### src/rtl/pc_gen_unit.sv
// Fetch-stage program counter: sequential advance, branch/JALR redirects, misalignment trap.
// Define PC_GEN_RAS_EN to build the return-address stack used to predict returns.
module pc_gen_unit #(
    parameter int              XLEN         = 32,
    parameter logic [XLEN-1:0] RESET_VECTOR = 32'h0000_0000,
    parameter logic [XLEN-1:0] TRAP_VECTOR  = 32'h0000_0100,
    parameter int              IMM_SHIFT    = 1,
    parameter int              RAS_DEPTH    = 4
) (
    input  logic                         clk,
    input  logic                         rst_n,
    input  logic                         stall,
    input  logic                         br_take,
    input  logic [XLEN-1:0]              br_pc,
    input  logic [XLEN-1:0]              br_imm,
    input  logic                         jalr_take,
    input  logic [XLEN-1:0]              jalr_base,
    input  logic [XLEN-1:0]              jalr_imm,
    input  logic                         call,
    input  logic [XLEN-1:0]              call_pc,
    input  logic                         ret,
    input  logic                         trap_clr,
    output logic [XLEN-1:0]              pc,
    output logic                         pc_valid,
    output logic [XLEN-1:0]              target,
    output logic                         misalign_err,
    output logic                         ras_hit,
    output logic [$clog2(RAS_DEPTH):0]   ras_count
);

    localparam int PW = $clog2(RAS_DEPTH);
    localparam int CW = PW + 1;
    localparam logic [XLEN-1:0] LSB_MASK = {{(XLEN-1){1'b1}}, 1'b0};

    typedef enum logic [1:0] {BOOT, RUN, TRAP} state_t;

    function automatic logic [XLEN-1:0] clr_lsb(input logic [XLEN-1:0] a);
        return a & LSB_MASK;
    endfunction

    function automatic logic misaligned(input logic [1:0] lsb);
        return lsb != 2'b00;
    endfunction

    state_t          state, state_nxt;
    logic            run;
    logic            redir;
    logic            misal;
    logic            ras_pop;
    logic [XLEN-1:0] redir_tgt;
    logic [XLEN-1:0] ras_top;
    logic [XLEN-1:0] pc_p0;
    logic [XLEN-1:0] target_p0;
    logic            err_p0;
    logic            hit_p0;

    assign run = (state == RUN);

    // Redirect selection: JALR (or predicted return) beats branch
    always_comb begin
        redir     = 1'b0;
        redir_tgt = '0;
        if (jalr_take) begin
            redir     = 1'b1;
            redir_tgt = ras_pop ? ras_top : clr_lsb(jalr_base + jalr_imm);
        end else if (br_take) begin
            redir     = 1'b1;
            redir_tgt = br_pc + (br_imm << IMM_SHIFT);
        end
    end

    assign misal = run & redir & misaligned(redir_tgt[1:0]);

    always_ff @(posedge clk or negedge rst_n) begin
        if (!rst_n) state <= BOOT;
        else        state <= state_nxt;
    end

    always_comb begin
        state_nxt = state;
        unique case (state)
            BOOT:    state_nxt = RUN;
            RUN:     if (misal) state_nxt = TRAP;
            TRAP:    if (trap_clr) state_nxt = RUN;
            default: state_nxt = BOOT;
        endcase
    end

    always_comb begin
        pc_valid = (state == RUN);
    end

    // Stage p0: PC, redirect target and event pulses
    always_ff @(posedge clk or negedge rst_n) begin
        if (!rst_n) begin
            pc_p0     <= RESET_VECTOR;
            target_p0 <= '0;
            err_p0    <= 1'b0;
            hit_p0    <= 1'b0;
        end else begin
            err_p0 <= misal;
            hit_p0 <= ras_pop;
            if (run) begin
                if (redir) begin
                    target_p0 <= redir_tgt;
                    if (!misal) pc_p0 <= redir_tgt;
                end else if (!stall) begin
                    pc_p0 <= pc_p0 + XLEN'(4);
                end
            end else if (state == TRAP && trap_clr) begin
                pc_p0 <= TRAP_VECTOR;
            end
        end
    end

    assign pc           = pc_p0;
    assign target       = target_p0;
    assign misalign_err = err_p0;
    assign ras_hit      = hit_p0;

`ifdef PC_GEN_RAS_EN
    logic [XLEN-1:0] ras_mem [RAS_DEPTH];
    logic [PW-1:0]   ras_tp;
    logic [PW-1:0]   ras_nxt;
    logic [CW-1:0]   ras_cnt;

    assign ras_nxt = ras_tp + 1'b1;
    assign ras_top = ras_mem[ras_tp];
    assign ras_pop = run & jalr_take & ret & (ras_cnt != '0);

    // Circular stack: a push when full silently replaces the oldest slot
    always_ff @(posedge clk or negedge rst_n) begin
        if (!rst_n) begin
            ras_tp  <= '0;
            ras_cnt <= '0;
        end else if (run) begin
            if (ras_pop && !call) begin
                ras_tp  <= ras_tp - 1'b1;
                ras_cnt <= ras_cnt - 1'b1;
            end else if (call && !ras_pop) begin
                ras_tp <= ras_nxt;
                if (ras_cnt != CW'(RAS_DEPTH)) ras_cnt <= ras_cnt + 1'b1;
            end
        end
    end

    always_ff @(posedge clk) begin
        if (run && call) begin
            if (ras_pop) ras_mem[ras_tp]  <= call_pc + XLEN'(4);
            else         ras_mem[ras_nxt] <= call_pc + XLEN'(4);
        end
    end

    assign ras_count = ras_cnt;
`else
    logic unused_ras;
    assign unused_ras = ^{call, call_pc, ret};
    assign ras_top    = '0;
    assign ras_pop    = 1'b0;
    assign ras_count  = '0;
`endif

endmodule

### config.mk
export PLATFORM = sky130hd
export DESIGN_NAME = pc_gen_unit
export DESIGN_NICKNAME = d
export VERILOG_FILES = /design/src/rtl/pc_gen_unit.sv
export SDC_FILE = /design/constraint.sdc
export NUM_CORES = 1
export LEC_CHECK = 0
export CORE_MARGIN = 8
export CORE_UTILIZATION = 45
export DETAILED_ROUTE_END_ITERATION = 16
export PLACE_DENSITY = 0.81
export SYNTH_ARGS = -nofsm -noshare
export SYNTH_HDL_FRONTEND = slang
export SYNTH_SLANG_ARGS = --single-unit
### constraint.sdc
create_clock -name clk -period 4.7 [get_ports clk]
set_input_delay 1.41 -clock clk [delete_from_list [all_inputs] [get_ports clk]]
set_output_delay 1.41 -clock clk [all_outputs]
set_load 0.01 [all_outputs]
==> flow_metrics.tcl, run 1 <==
set metrics [dict create \
    powerDensity_mw_per_mm2 411 \
    clock_latency_ps 330 \
    core_area_sq_mm 0.0144 \
    synth-seq-area-share_pct 25.5 \
    htree_levels 3 \
    fp-row-count 44 \
    syn-instance-count 842 \
    criticalPathCategory "in2reg" \
    ys_seq_elements 67 \
    seqPwrFrac_pct 28.4 \
    cp_top_family "compound AO/OA/AOI/OAI gates" \
    die-area_sq_mm 0.0188 \
    cts_root_buf "clkbuf_16" \
    min_from "target[20]" \
    p_sw_mw 1.54 \
    path_cells "clkdlybuf4s50_1, ha_1, fa_1, a211oi_2, nor2_1, a211o_1, a221oi_4, o21ai_2, a2111oi_2, or2_1, xnor2_1, a221o_1, a22o_1" \
    cts_hold_buf 0 \
    yosysWarnings 0 \
    async_flop_share_pct 100 \
    antenna_found_initial 0 \
    power_mw 3.81 \
    reg2reg_depth 11 \
    io_buffers 198 \
    gp_congestion 0.997 \
    numCtsBuffers 9 \
    crit_arrival_ps 4740 \
    cap_violations 0 \
    wirelength_mm 22.2 \
    drv_slew 0 \
    p_comb_share_pct 55.2 \
    overflow 0 \
    min_to "target[20]" \
    dieHeight_microns 137 \
    slew_headroom_pct 37.1 \
    use_met3_pct 4.07 \
    cts_tree "yes" \
    synthToLayoutAreaGrowth_pct 40.8 \
    grt_pass1_vias 7007 \
    grt_use_total_pct 23.1 \
    synth_edf_count 0 \
    r2r-start "pc[2]" \
    finalHoldWorstSlack_ps 475 \
    io_pins 238 \
    clock_power_share_pct 16.4 \
    finClkSkew_ps 4.09 \
    period_needed_ps 4520 \
    grt_setup_unrepaired "true" \
    finalCritPeriodShare_pct 96.2 \
    dp_hpwl_mm 18.1 \
    dr.pass1.iters 6 \
    synth_top_area_share_pct 25.5 \
    start_util_pct 45.6 \
    status "finished clean" \
    power.internal_mw 2.26 \
    dp.cells 1235 \
    critPathMaxFanout 3 \
    setup_violations 0 \
    grt_max_degree 43 \
    clkTransAtPathRegs_ps 50 \
    post-cts-setup-buffers 0 \
    fmax_ghz 0.221 \
    rrSetupSlack_ps 2210 \
    finalInstanceArea_sq_mm 0.00927 \
    tightest_slew_ps 943 \
    drtIter0Drc 823 \
    synth.distinct_cells 62 \
    grt_use_met1_pct 29.8 \
    yosysTopAreaCell "dfrtp_1" \
    hold_path.class "reg2reg" \
    cp.required_ps 4920 \
    avgSynthCellArea_sq_um 7.82 \
    cpPeakStageDelay_ps 420 \
    ant_nets 0 \
    syn-cell-area_sq_mm 0.00658 \
    switching_share_pct 40.6 \
    cp_slowest_cell "fa_1" \
    vias 7397 \
    p_leak_nw 4.07 \
    post_cts_resize_count 0 \
    die_x_microns 137 \
    diodes 0 \
    start_kind "input port" \
    cp-end-kind "flop" \
    finalHoldViolCount 0 \
    synthTopCellsByArea "dfrtp_1 (25%), ha_1 (12%), nand2_1 (6.7%)" \
    ir_worst_vdd_mv 0.217 \
    final_cell_count_no_fill 1250 \
    post_drt_wl_per_cell_microns 17.8 \
    place_area_sq_mm 0.00898 \
    drive_gt1_share_pct 6.94 \
    drc 0 \
    viasPerCell 5.92 \
    grt_use_met2_pct 37.9 \
    top_usage_layer "met2" \
    grt_pass1_wl_mm 34.9 \
    cts_buffer_depth 2 \
    clkSinkCount 67 \
    nNetsFinal 1293 \
    whs_path_depth 2 \
    reg2reg_to "pc[30]" \
    ys.flop_type "dfrtp_1" \
    cp_num_buf_inv 1 \
]
-- kinds of logic after synthesis --
kind of cell / count (synthesis) / share of synthesized area, %
other cells: 1 / 0.0570
fa+ha+maj: 63 / 12.2
flops: 67 / 25.5
xor+xnor: 53 / 7.05
mux: 5 / 0.779
buf+inv: 48 / 2.97
compound gates: 314 / 30.7
simple gates: 291 / 20.8
-- registers in the layout, summed over array words and instances (netlist names) --
name,cells
pc,32
target,32
state,2
misalign_err,1
-- metrics by stage --
stage / TNS, ps / worst slack (ps) / utilization (%)
finish: 0 / 180 / 64.3
global route: -11.9 / -11.9 / 64.3
CTS: 0 / 135 / 64.2
detailed placement: -930 / -195 / 62.3
global placement: -559 / -171 / 62.3
floorplan: 0 / 387 / -
-- how the worst max path moves through the flow --
stage / to / startpoint / slack (ps) / depth (start not counted)
after floorplan: pc[29] / br_pc[1] / 390 / 12
after global placement: pc[29] / br_pc[1] / -170 / 13
after detailed placement: pc[29] / br_pc[1] / -200 / 13
after CTS: pc[29] / br_pc[1] / 130 / 13
after global routing: pc[24] / jalr_base[0] / -10 / 15
final: pc[29] / br_pc[1] / 180 / 13
-- power by group through the flow --
stage	logic (mW)	registers (mW)	clock network [mW]
finish	2.10	1.08	0.625
global route	2.29	1.12	0.664
CTS	2.10	1.08	0.632
detailed placement	2.09	1.08	0
global placement	2.05	1.07	0
floorplan	0.975	1.14	0
-- layer usage --
| metal | wire length, microns | part of all wire, % |
|---|---|---|
| met2 | 10500 | 47 |
| met5 | 0 | 0 |
| met4 | 635 | 2.9 |
| met1 | 9320 | 42 |
| met3 | 1750 | 7.9 |
-- cell type report --
| class | count | area, sq um |
|---|---|---|
| multi-input combinational | 730 | 4730 |
| inverter | 15 | 56.3 |
| sequential | 67 | 1680 |
| clock inverter | 2 | 10.0 |
| timing repair buffer | 239 | 2300 |
| clock buffer | 13 | 270 |
| fill | 1234 | 5150 |
| tap | 184 | 230 |
-- Yosys cell counts, drive strengths merged (5+ instances only) --
cell type and instances:
nand2 118, a31oi 16, a22oi 15, nor2 51
and3 23, a21o 36, o21ai 88, xor2 21
nor4 5, or2 6, nand3 28, o31a 5
nand2b 11, o211ai 7, buf 9, nor2b 8
nor3 10, clkbuf 24, and2 14, dfrtp 67
ha 61, xnor2 32, a22o 7, inv 15
a21oi 78, o22ai 5, a211oi 9, nand4 9
-- worst register-to-register path, delay by kind of cell (launching register included) --
family / cells / cell delay, ps
compound gates: 3 / 390
fa+ha+maj: 1 / 220
flops: 1 / 410
simple gates: 7 / 1360
-- cells in the final DEF, fill, tap and decap left out, types with 10 or more instances in the layout --
master	synthesis	final
a21o_1	36	36
a21oi_1	78	77
a22oi_1	15	15
a31oi_1	16	16
and2_1	14	14
and3_1	21	21
buf_4	4	40
clkdlybuf4s50_1	0	197
dfrtp_1	67	67
ha_1	61	61
inv_1	15	15
nand2_1	118	118
nand2b_1	11	11
nand3_1	28	28
nor2_1	51	51
nor3_1	10	10
o21ai_0	87	87
xnor2_1	32	32
xor2_1	21	21
No activity file was read; power rests on OpenSTA's default activity.
==> inputs of run 2 (changes only) <==
--- a/config.mk
+++ b/config.mk
@@ -6,9 +6,9 @@
 export NUM_CORES = 1
 export LEC_CHECK = 0
 export CORE_MARGIN = 8
-export CORE_UTILIZATION = 45
+export CORE_UTILIZATION = 50
 export DETAILED_ROUTE_END_ITERATION = 16
-export PLACE_DENSITY = 0.81
+export PLACE_DENSITY = 0.88
 export SYNTH_ARGS = -nofsm -noshare
 export SYNTH_HDL_FRONTEND = slang
 export SYNTH_SLANG_ARGS = --single-unit
==> run 2 against run 1 <==
Maximum frequency is 1.3% lower; worst setup slack worse by 61 ps; largest power group unchanged; routed wire length hardly changed; critical path type unchanged; total power hardly changed.
==> flow_metrics.tcl, run 2 (synthesis results as in run 1) <==
set metrics [dict create \
    top_usage_layer "met2" \
    r2r-start "state[1]" \
    cts_buffer_depth 2 \
    finalHoldViolCount 0 \
    whs_path_depth 2 \
    final_util_pct 70.9 \
    regArea_sq_mm 0.00168 \
    cpPeakStageDelay_ps 410 \
    ant_nets 0 \
    drive_gt1_share_pct 7.03 \
    die_x_microns 131 \
    critPathMaxFanout 2 \
    fp-row-count 42 \
    crit_top_cell "buf_4" \
    nNetsFinal 1293 \
    status "finished clean" \
    start_util_pct 50.5 \
    synthToLayoutAreaGrowth_pct 40.5 \
    cp_slowest_cell "clkdlybuf4s50_1" \
    setup_violations 0 \
    cp_num_buf_inv 3 \
    n_fill_cell 1065 \
    dieHeight_microns 131 \
    tightest_slew_ps 1050 \
    grt_use_met1_pct 31.0 \
    cp-end-kind "flop" \
    viasPerCell 5.95 \
    reg2reg_depth 10 \
    io_buffers 198 \
    fmax_ghz 0.218 \
    wirelength_mm 22.2 \
    crit_arrival_ps 4790 \
    path_cells "clkdlybuf4s50_1, and2_1, fa_1, a21o_1, a221o_1, a21oi_2, nand4_1, buf_4, a311oi_1, o21bai_1, a21oi_1, xnor2_1, a22oi_1, buf_4, o221ai_1" \
    use_met3_pct 5.56 \
    post-cts-setup-buffers 0 \
    cp.required_ps 4910 \
    post_drt_wl_per_cell_microns 17.9 \
    overflow 0 \
    cap_violations 0 \
    diodes 0 \
    ir_worst_vdd_mv 0.230 \
    powerDensity_mw_per_mm2 412 \
    final_cell_mix "clkdlybuf4s50_1 (197), nand2_1 (118), o21ai_0 (87), a21oi_1 (77), dfrtp_1 (67)" \
    grt_use_met2_pct 43.0 \
    min_from "target[20]" \
    htree_levels 3 \
    dr.pass1.iters 6 \
    core_area_sq_mm 0.0130 \
    start_kind "input port" \
    grt_pass1_wl_mm 34.9 \
    dp_hpwl_mm 18.0 \
    clkSinkCount 67 \
    clock_latency_ps 340 \
    rrSetupSlack_ps 2000 \
    finalCritPeriodShare_pct 97.5 \
    grt_pass1_vias 7287 \
    min_to "target[20]" \
    drtIter0Drc 853 \
    clkTransAtPathRegs_ps 60 \
    gp_congestion 0.933 \
    multiInputGateArea_sq_mm 0.00474 \
    cp_top_family "compound AO/OA/AOI/OAI gates" \
    layout_commonest_cell "clkdlybuf4s50_1" \
    io_pins 238 \
    drv_slew 0 \
    grt_max_degree 48 \
    numCtsBuffers 9 \
    dp_slack_ps -226 \
    finClkSkew_ps 5.83 \
    grt_use_total_pct 25.5 \
    power_mw 3.81 \
    finalHoldWorstSlack_ps 476 \
    criticalPathCategory "in2reg" \
    p_leak_nw 4.04 \
    slew_headroom_pct 30.1 \
    vias 7398 \
    cts_tree "yes" \
    cts_root_buf "clkbuf_16" \
    antenna_found_initial 0 \
    setup_tns_ps 0 \
    hold_path.class "reg2reg" \
    drc 0 \
    period_needed_ps 4580 \
    fin_ws_ps 120 \
    reg2reg_to "pc[15]" \
    die-area_sq_mm 0.0171 \
]
## run 2: metal layers
metal / vias up / wire length (microns)
met5: - / 0
met4: 0 / 681
met3: 58 / 1950
met2: 356 / 10500
met1: 3431 / 9100
li1: 3553 / -
## run 2: per-stage QoR
stage / std cells / cell area (sq um)
global route: 1243 / 9250
floorplan: 845 / 6590
detailed placement: 1227 / 8960
CTS: 1243 / 9230
finish: 1243 / 9250
global placement: 1227 / 8960
## run 2: timing repair
item / 4_1_cts / 5_1_grt
hold buffers: 0 / 0
resized for setup: 0 / 2
setup endpoints to repair: 0 / 3
## run 2: worst max path at each step
stage	start	endpoint	slack (ps)	cells past startpoint
2_1_floorplan	br_pc[1]	pc[29]	390	12
4_1_cts	jalr_base[0]	pc[24]	110	15
3_3_place_gp	br_pc[1]	pc[29]	-160	13
3_5_place_dp	jalr_base[0]	pc[24]	-230	15
5_1_grt	jalr_base[0]	target[24]	-10	15
6_report	jalr_base[0]	pc[24]	120	15
## run 2: area by class of cell
class | instances | area share, %
repair buffers | 239 | 24.7
well taps | 176 | 2.38
flip-flops and latches | 67 | 18.1
clock inverters | 7 | 0.487
clock buffers | 9 | 2.44
inverters | 15 | 0.609
multi-input cells | 730 | 51.2
## run 2: power by group
| part | internal [mW] | switching (mW) | total [mW] |
|---|---|---|---|
| sequential | 0.828 | 0.260 | 1.09 |
| combinational | 1.03 | 1.08 | 2.11 |
| clock | 0.353 | 0.258 | 0.611 |
## run 2: worst reg2reg max path, stage by stage (launching register included)
cell and delay [ps]:
dfrtp_1 400, nand2b_1 260, inv_1 410, nand2_1 240, inv_1 160, nor2_1 80, nand2_1 420, a31oi_1 100
o21ai_0 260, o311a_1 210, a21oi_1 40
